<file path="src/rtl/intc_pkg.sv">
// Shared types and constants for the interrupt controller: FSM states,
// default I/O port IDs, CAUSE layout and the priority encoder helper.
package intc_pkg;

  typedef enum logic [1:0] {
    IDLE    = 2'd0,
    REQ     = 2'd1,
    SVC_CLR = 2'd2,
    SVC     = 2'd3
  } state_t;

  localparam logic [7:0] DEF_MASK_PORT  = 8'h20;
  localparam logic [7:0] DEF_PEND_PORT  = 8'h21;
  localparam logic [7:0] DEF_CAUSE_PORT = 8'h22;

  localparam int CAUSE_VALID_BIT = 7;

  // Index of the lowest set bit; 0 when nothing is set.
  function automatic logic [2:0] lowest_set(input logic [7:0] v);
    logic [2:0] r;
    r = 3'd0;
    for (int i = 7; i >= 0; i--) begin
      if (v[i]) r = 3'(i);
    end
    return r;
  endfunction

endpackage

</file>
<file path="src/rtl/sync_edge_detect.sv">
// Per-bit 3-flop synchronizer with a one-cycle rising-edge pulse taken
// from the last two stages.
module sync_edge_detect #(
  parameter int W = 8
) (
  input  logic         i_clk,
  input  logic         i_rst_n,
  input  logic [W-1:0] i_async,
  output logic [W-1:0] o_rise
);

  logic [W-1:0] r_s1;
  logic [W-1:0] r_s2;
  logic [W-1:0] r_s3;

  always_ff @(posedge i_clk) begin
    if (!i_rst_n) begin
      r_s1 <= '0;
      r_s2 <= '0;
      r_s3 <= '0;
    end else begin
      r_s1 <= i_async;
      r_s2 <= r_s1;
      r_s3 <= r_s2;
    end
  end

  assign o_rise = r_s2 & ~r_s3;

endmodule

</file>
<file path="src/rtl/intc_responder.sv">
// Interrupt controller: latches source edges as pending, masks them, requests
// the control unit's interrupt and records the serviced source in CAUSE.
module intc_responder
  import intc_pkg::*;
#(
  parameter int         N_SRC      = 8,
  parameter logic [7:0] MASK_PORT  = DEF_MASK_PORT,
  parameter logic [7:0] PEND_PORT  = DEF_PEND_PORT,
  parameter logic [7:0] CAUSE_PORT = DEF_CAUSE_PORT
) (
  input  logic             CLK,
  input  logic             RESET_N,
  input  logic [N_SRC-1:0] IRQ_SRC,
  input  logic             I_FLAG,
  input  logic             INT_ACK,
  output logic             INT_R,
  input  logic [7:0]       PORT_ID,
  input  logic [7:0]       OUT_PORT,
  input  logic             IO_STRB,
  output logic [7:0]       IN_PORT,
  output logic [1:0]       o_dbg_state
);

  state_t           r_state;
  logic [N_SRC-1:0] r_mask;
  logic [N_SRC-1:0] r_pend;
  logic [7:0]       r_cause;

  logic [N_SRC-1:0] w_rise;
  logic [N_SRC-1:0] w_pend_nxt;
  logic [7:0]       w_mask_ext;
  logic [7:0]       w_pend_ext;
  logic [7:0]       w_active_ext;
  logic [7:0]       w_clr_ext;
  logic [7:0]       w_cause_val;
  logic [2:0]       w_winner;
  logic             w_any_active;
  logic             w_ack_take;
  logic             w_wr_mask;
  logic             w_wr_pend;

  sync_edge_detect #(.W(N_SRC)) u_sync (
    .i_clk   (CLK),
    .i_rst_n (RESET_N),
    .i_async (IRQ_SRC),
    .o_rise  (w_rise)
  );

  always_comb begin
    w_mask_ext = '0;
    w_pend_ext = '0;
    w_mask_ext[N_SRC-1:0] = r_mask;
    w_pend_ext[N_SRC-1:0] = r_pend;
  end

  assign w_active_ext = w_pend_ext & w_mask_ext;
  assign w_any_active = |w_active_ext;
  assign w_winner     = lowest_set(w_active_ext);
  assign w_ack_take   = (r_state == REQ) && INT_ACK;
  assign w_wr_mask    = IO_STRB && (PORT_ID == MASK_PORT);
  assign w_wr_pend    = IO_STRB && (PORT_ID == PEND_PORT);

  always_comb begin
    w_cause_val = {5'b0, w_winner};
    w_cause_val[CAUSE_VALID_BIT] = 1'b1;
  end

  // Firmware clears are dropped on the acknowledge edge; new edges always win.
  always_comb begin
    w_clr_ext  = '0;
    w_pend_nxt = r_pend;
    if (w_wr_pend && !w_ack_take) w_pend_nxt = w_pend_nxt & ~OUT_PORT[N_SRC-1:0];
    if (w_ack_take && w_any_active) begin
      w_clr_ext[w_winner] = 1'b1;
      w_pend_nxt = w_pend_nxt & ~w_clr_ext[N_SRC-1:0];
    end
    w_pend_nxt = w_pend_nxt | w_rise;
  end

  always_ff @(posedge CLK) begin
    if (!RESET_N) begin
      r_mask <= '0;
      r_pend <= '0;
    end else begin
      if (w_wr_mask) r_mask <= OUT_PORT[N_SRC-1:0];
      r_pend <= w_pend_nxt;
    end
  end

  always_ff @(posedge CLK) begin
    if (!RESET_N) begin
      r_state <= IDLE;
      r_cause <= '0;
    end else begin
      case (r_state)
        IDLE: begin
          if (w_any_active && I_FLAG) r_state <= REQ;
        end
        REQ: begin
          if (INT_ACK) begin
            r_cause <= w_cause_val;
            r_state <= SVC_CLR;
          end else if (!I_FLAG || !w_any_active) begin
            r_state <= IDLE;
          end
        end
        SVC_CLR: begin
          if (!I_FLAG) r_state <= SVC;
        end
        SVC: begin
          if (I_FLAG) r_state <= IDLE;
        end
        default: r_state <= IDLE;
      endcase
    end
  end

  assign INT_R       = (r_state == REQ) && !INT_ACK;
  assign o_dbg_state = r_state;

  always_comb begin
    IN_PORT = 8'h00;
    if (PORT_ID == MASK_PORT)       IN_PORT = w_mask_ext;
    else if (PORT_ID == PEND_PORT)  IN_PORT = w_pend_ext;
    else if (PORT_ID == CAUSE_PORT) IN_PORT = r_cause;
  end

endmodule
</file>
<file path="config.mk">
export PLATFORM = sky130hd
export DESIGN_NAME = intc_responder
export DESIGN_NICKNAME = d
export VERILOG_FILES = /design/src/rtl/intc_pkg.sv /design/src/rtl/sync_edge_detect.sv /design/src/rtl/intc_responder.sv
export SDC_FILE = /design/constraint.sdc
export NUM_CORES = 1
export LEC_CHECK = 0
export BUFFER_PORTS_ARGS = -buffer_cell sky130_fd_sc_hd__buf_2
export CAP_MARGIN = 15
export CORE_ASPECT_RATIO = 1.25
export CORE_MARGIN = 2
export CORE_UTILIZATION = 28
export CTS_CLUSTER_DIAMETER = 200
export DETAILED_ROUTE_END_ITERATION = 10
export PLACE_DENSITY = 0.48
export SLEW_MARGIN = 20
export SYNTH_ARGS = -nofsm -noshare
export SYNTH_HDL_FRONTEND = slang
export SYNTH_HIERARCHICAL = 1
export SYNTH_SLANG_ARGS = --single-unit
</file>
<file path="constraint.sdc">
create_clock -name CLK -period 2.5 [get_ports CLK]
set_clock_uncertainty 0.15 [all_clocks]
set_input_delay 0.125 -clock CLK [delete_from_list [all_inputs] [get_ports CLK]]
set_output_delay 0.125 -clock CLK [all_outputs]
set_load 0.005 [all_outputs]
</file>
==> impl_results.md <==
* Dpl cells at roughly 330
* Drc violations at 0
* Final Wtd Congestion at 0.816
* Io pins at 40
* Global-route wire length before repair at 7.15 mm
* Post-Route WL at 4.40 mm
* Die height at 98.4 µm
* Final setup viols at 0
* Row Count at 34
* Outcome: finished clean
* Top_reg_cell synth: dfxtp_1
* Cell area after synthesis at 0.00199 mm²
* Max Clock Freq at 0.569 GHz
* # nets final at 291
* Worst path required time at ~2.5 ns
* Async set or reset register ratio after synthesis at 0
* Area growth, synth to finish at 27.0%
* Post-DP HPWL at 3.24 mm
* CP Launch Point: o_dbg_state[0]
* Inserted Diodes at 0
* Initial core utilization at 0.288
* #FFs+latches synth at 46
* Final core occ at 0.365
* Largest net degree at the start of global routing at 31
* Sequential fraction of the synthesis area at 0.462
* Max-cap violations at 0
* Clk sinks at 46
* Crit path DAT at around 1.8 ns
* Yosys warning count at 6
* EDFF count, synth at 0
* Htree depth at 2
* Syn Nets at 235
* Worst Tran Pin Value at 0.494 ns
* Core ar. at 0.00693 mm²
* Tmin final at 1.76 ns
* Netlist cell types at 43
* Avg WL per Cell at 12.5 µm
* Min-Delay Path Class: primary input to flop
* Setup TNS at 0 ns
* Design area at 0.00253 mm²
* Post-route ant nets at 0
* Number of vias per cell at 4.64
* TritonRoute pass-1 iters at 4
* Fin. max-slew vios at 0
* Die area at 0.00782 mm²
* Worst-Skew Late Latency at 0.30 ns
* DR iter-0 viols at 72
* Post-synthesis instance total at 206
* CP Capture Type: flop
* Rel. slew slack at 0.670
* Post-Layout Cell Count at 353
* Final hold violations at 0
* Clock transition at the registers of the reported paths at 0.08 ns
* Vias at 1639
* Bufs on Longest Clock Path at 2
* Num CTS Buffers at 5
* Min Hold Slack at about 0.016 ns
* Worst Path Max Fanout at 10
* GR Util All Layers at 0.119
* Layout cell share with drive strength beyond 1 at 0.236
* Worst IR Drop VDD at 0.195 mV
* CP Class: flop to flop
* RSZ-0062 raised after global routing: false
* Fin crit share at 0.703
* Die X at ~80 µm
* Hold Crit Start: I_FLAG
* Static Leak at 1.12 nW
* Syn Area/Cell at 9.68 µm²
* Initial antenna violation count at 0
* I/O Buffers at 39
* Vias in the first global route at approximately 1400
* Placed Area at 0.00225 mm²
* PD cells at between 500 and 600 mW/mm²
* Clk root buf: clkbuf_8
* TritonCTS clock tree: yes
* Gr ovfl total at 0
* Worst setup SP type: flop
* Critical R2R Launch: o_dbg_state[0]
## cells in the final DEF (no fill, tap or decap), drive strengths merged, types with 2 or more instances in the layout
cell,netlist,layout
a311oi,2,2
nor2,28,28
o311a,3,3
nor2b,10,10
nand3b,2,2
and4b,2,2
buf,7,40
dlygate4sd3,0,17
nand4,3,3
nor3,4,4
clkinv,0,2
a21boi,3,3
mux2i,16,16
a221oi,2,2
a22o,3,3
inv,8,8
nand2,5,5
dfxtp,46,46
and3b,2,2
o21a,3,3
clkbuf,1,5
a22oi,4,4
nand3,2,2
a32o,2,2
a31oi,4,4
and2,24,24
a21oi,10,10
## layer usage
metal,vias to the layer above,track usage,wire length (µm)
li1,837,-,-
met1,741,0.139,1860
met2,56,0.204,2180
met3,5,0.0250,277
met4,0,0.0557,80
met5,-,0,0
## through the flow
| stage | power [mW] | setup WS (ns) |
|---|---|---|
| 6_report | 1.42 | 0.742 |
| 4_1_cts | 1.44 | 0.754 |
| 2_1_floorplan | 0.836 | 0.965 |
| 3_5_place_dp | 0.876 | 0.772 |
| 5_1_grt | 1.48 | 0.650 |
| 3_3_place_gp | 0.875 | 0.779 |
## repair_timing
item | 4_1_cts | 5_1_grt
hold buffers | 17 | 0
gates resized for setup | 0 | 0
buffers inserted | 0 | 0
endpoints found under the hold margin | 19 | 0
## registers in the layout, summed over array words and instances, names as in the netlist, named ones only
register     count
r_mask           8
r_pend           8
u_sync/r_s1      8
u_sync/r_s2      8
u_sync/r_s3      8
r_cause          4
o_dbg_state      1
## worst paths after layout
| path | endpoint | slack (ns) | depth (start not counted) |
|---|---|---|---|
| hold / removal | o_dbg_state[0] | 0.02 | 3 |
| setup reg to reg | r_pend[2] | 0.74 | 4 |
| hold reg to reg | u_sync/r_s2[2] | 0.29 | 1 |
| setup / recovery | r_pend[2] | 0.74 | 4 |
## synthesized netlist by cell type (3+ instances only)
cell type / number / area (µm²)
nor2_1: 28 / 105
nor2b_1: 10 / 62.6
dfxtp_1: 46 / 921
and2_1: 15 / 93.8
nor3_1: 4 / 20.0
nand2_1: 5 / 18.8
a21oi_1: 10 / 50.1
a31oi_1: 4 / 25.0
o311a_1: 3 / 30.0
a22o_1: 3 / 26.3
a22oi_1: 4 / 30.0
inv_1: 8 / 30.0
and2_2: 9 / 67.6
o21a_1: 3 / 22.5
mux2i_1: 16 / 160
## area by class of cell
cell class	count	area, µm²
fill	714	4400
clock buffer	5	68.8
inverter	8	30.0
timing repair buffer	57	373
multi-input combinational	144	988
tap	90	113
clock inverter	3	40.0
sequential	46	921
## kinds of logic after synthesis
logic type	count (synthesis)	share of synthesized area
DFF	46	0.462
buffers and inverters	16	0.0427
AOI/OAI and AO/OA	41	0.154
muxes	16	0.0803
and+or+nand+nor	87	0.261
## critical path, cell delays in order (launching register included)
cell,delay [ns]
dfxtp_1,0.44
and3b_1,0.39
nand3_1,0.16
or2_2,0.30
o221a_1,0.21
## where the power goes
group | switching, mW | internal, mW
clock network | 0.249 | 0.294
registers | 0.0126 | 0.755
logic | 0.0480 | 0.0620
total | 0.309 | 1.11
(Power assumes the default switching activity.)
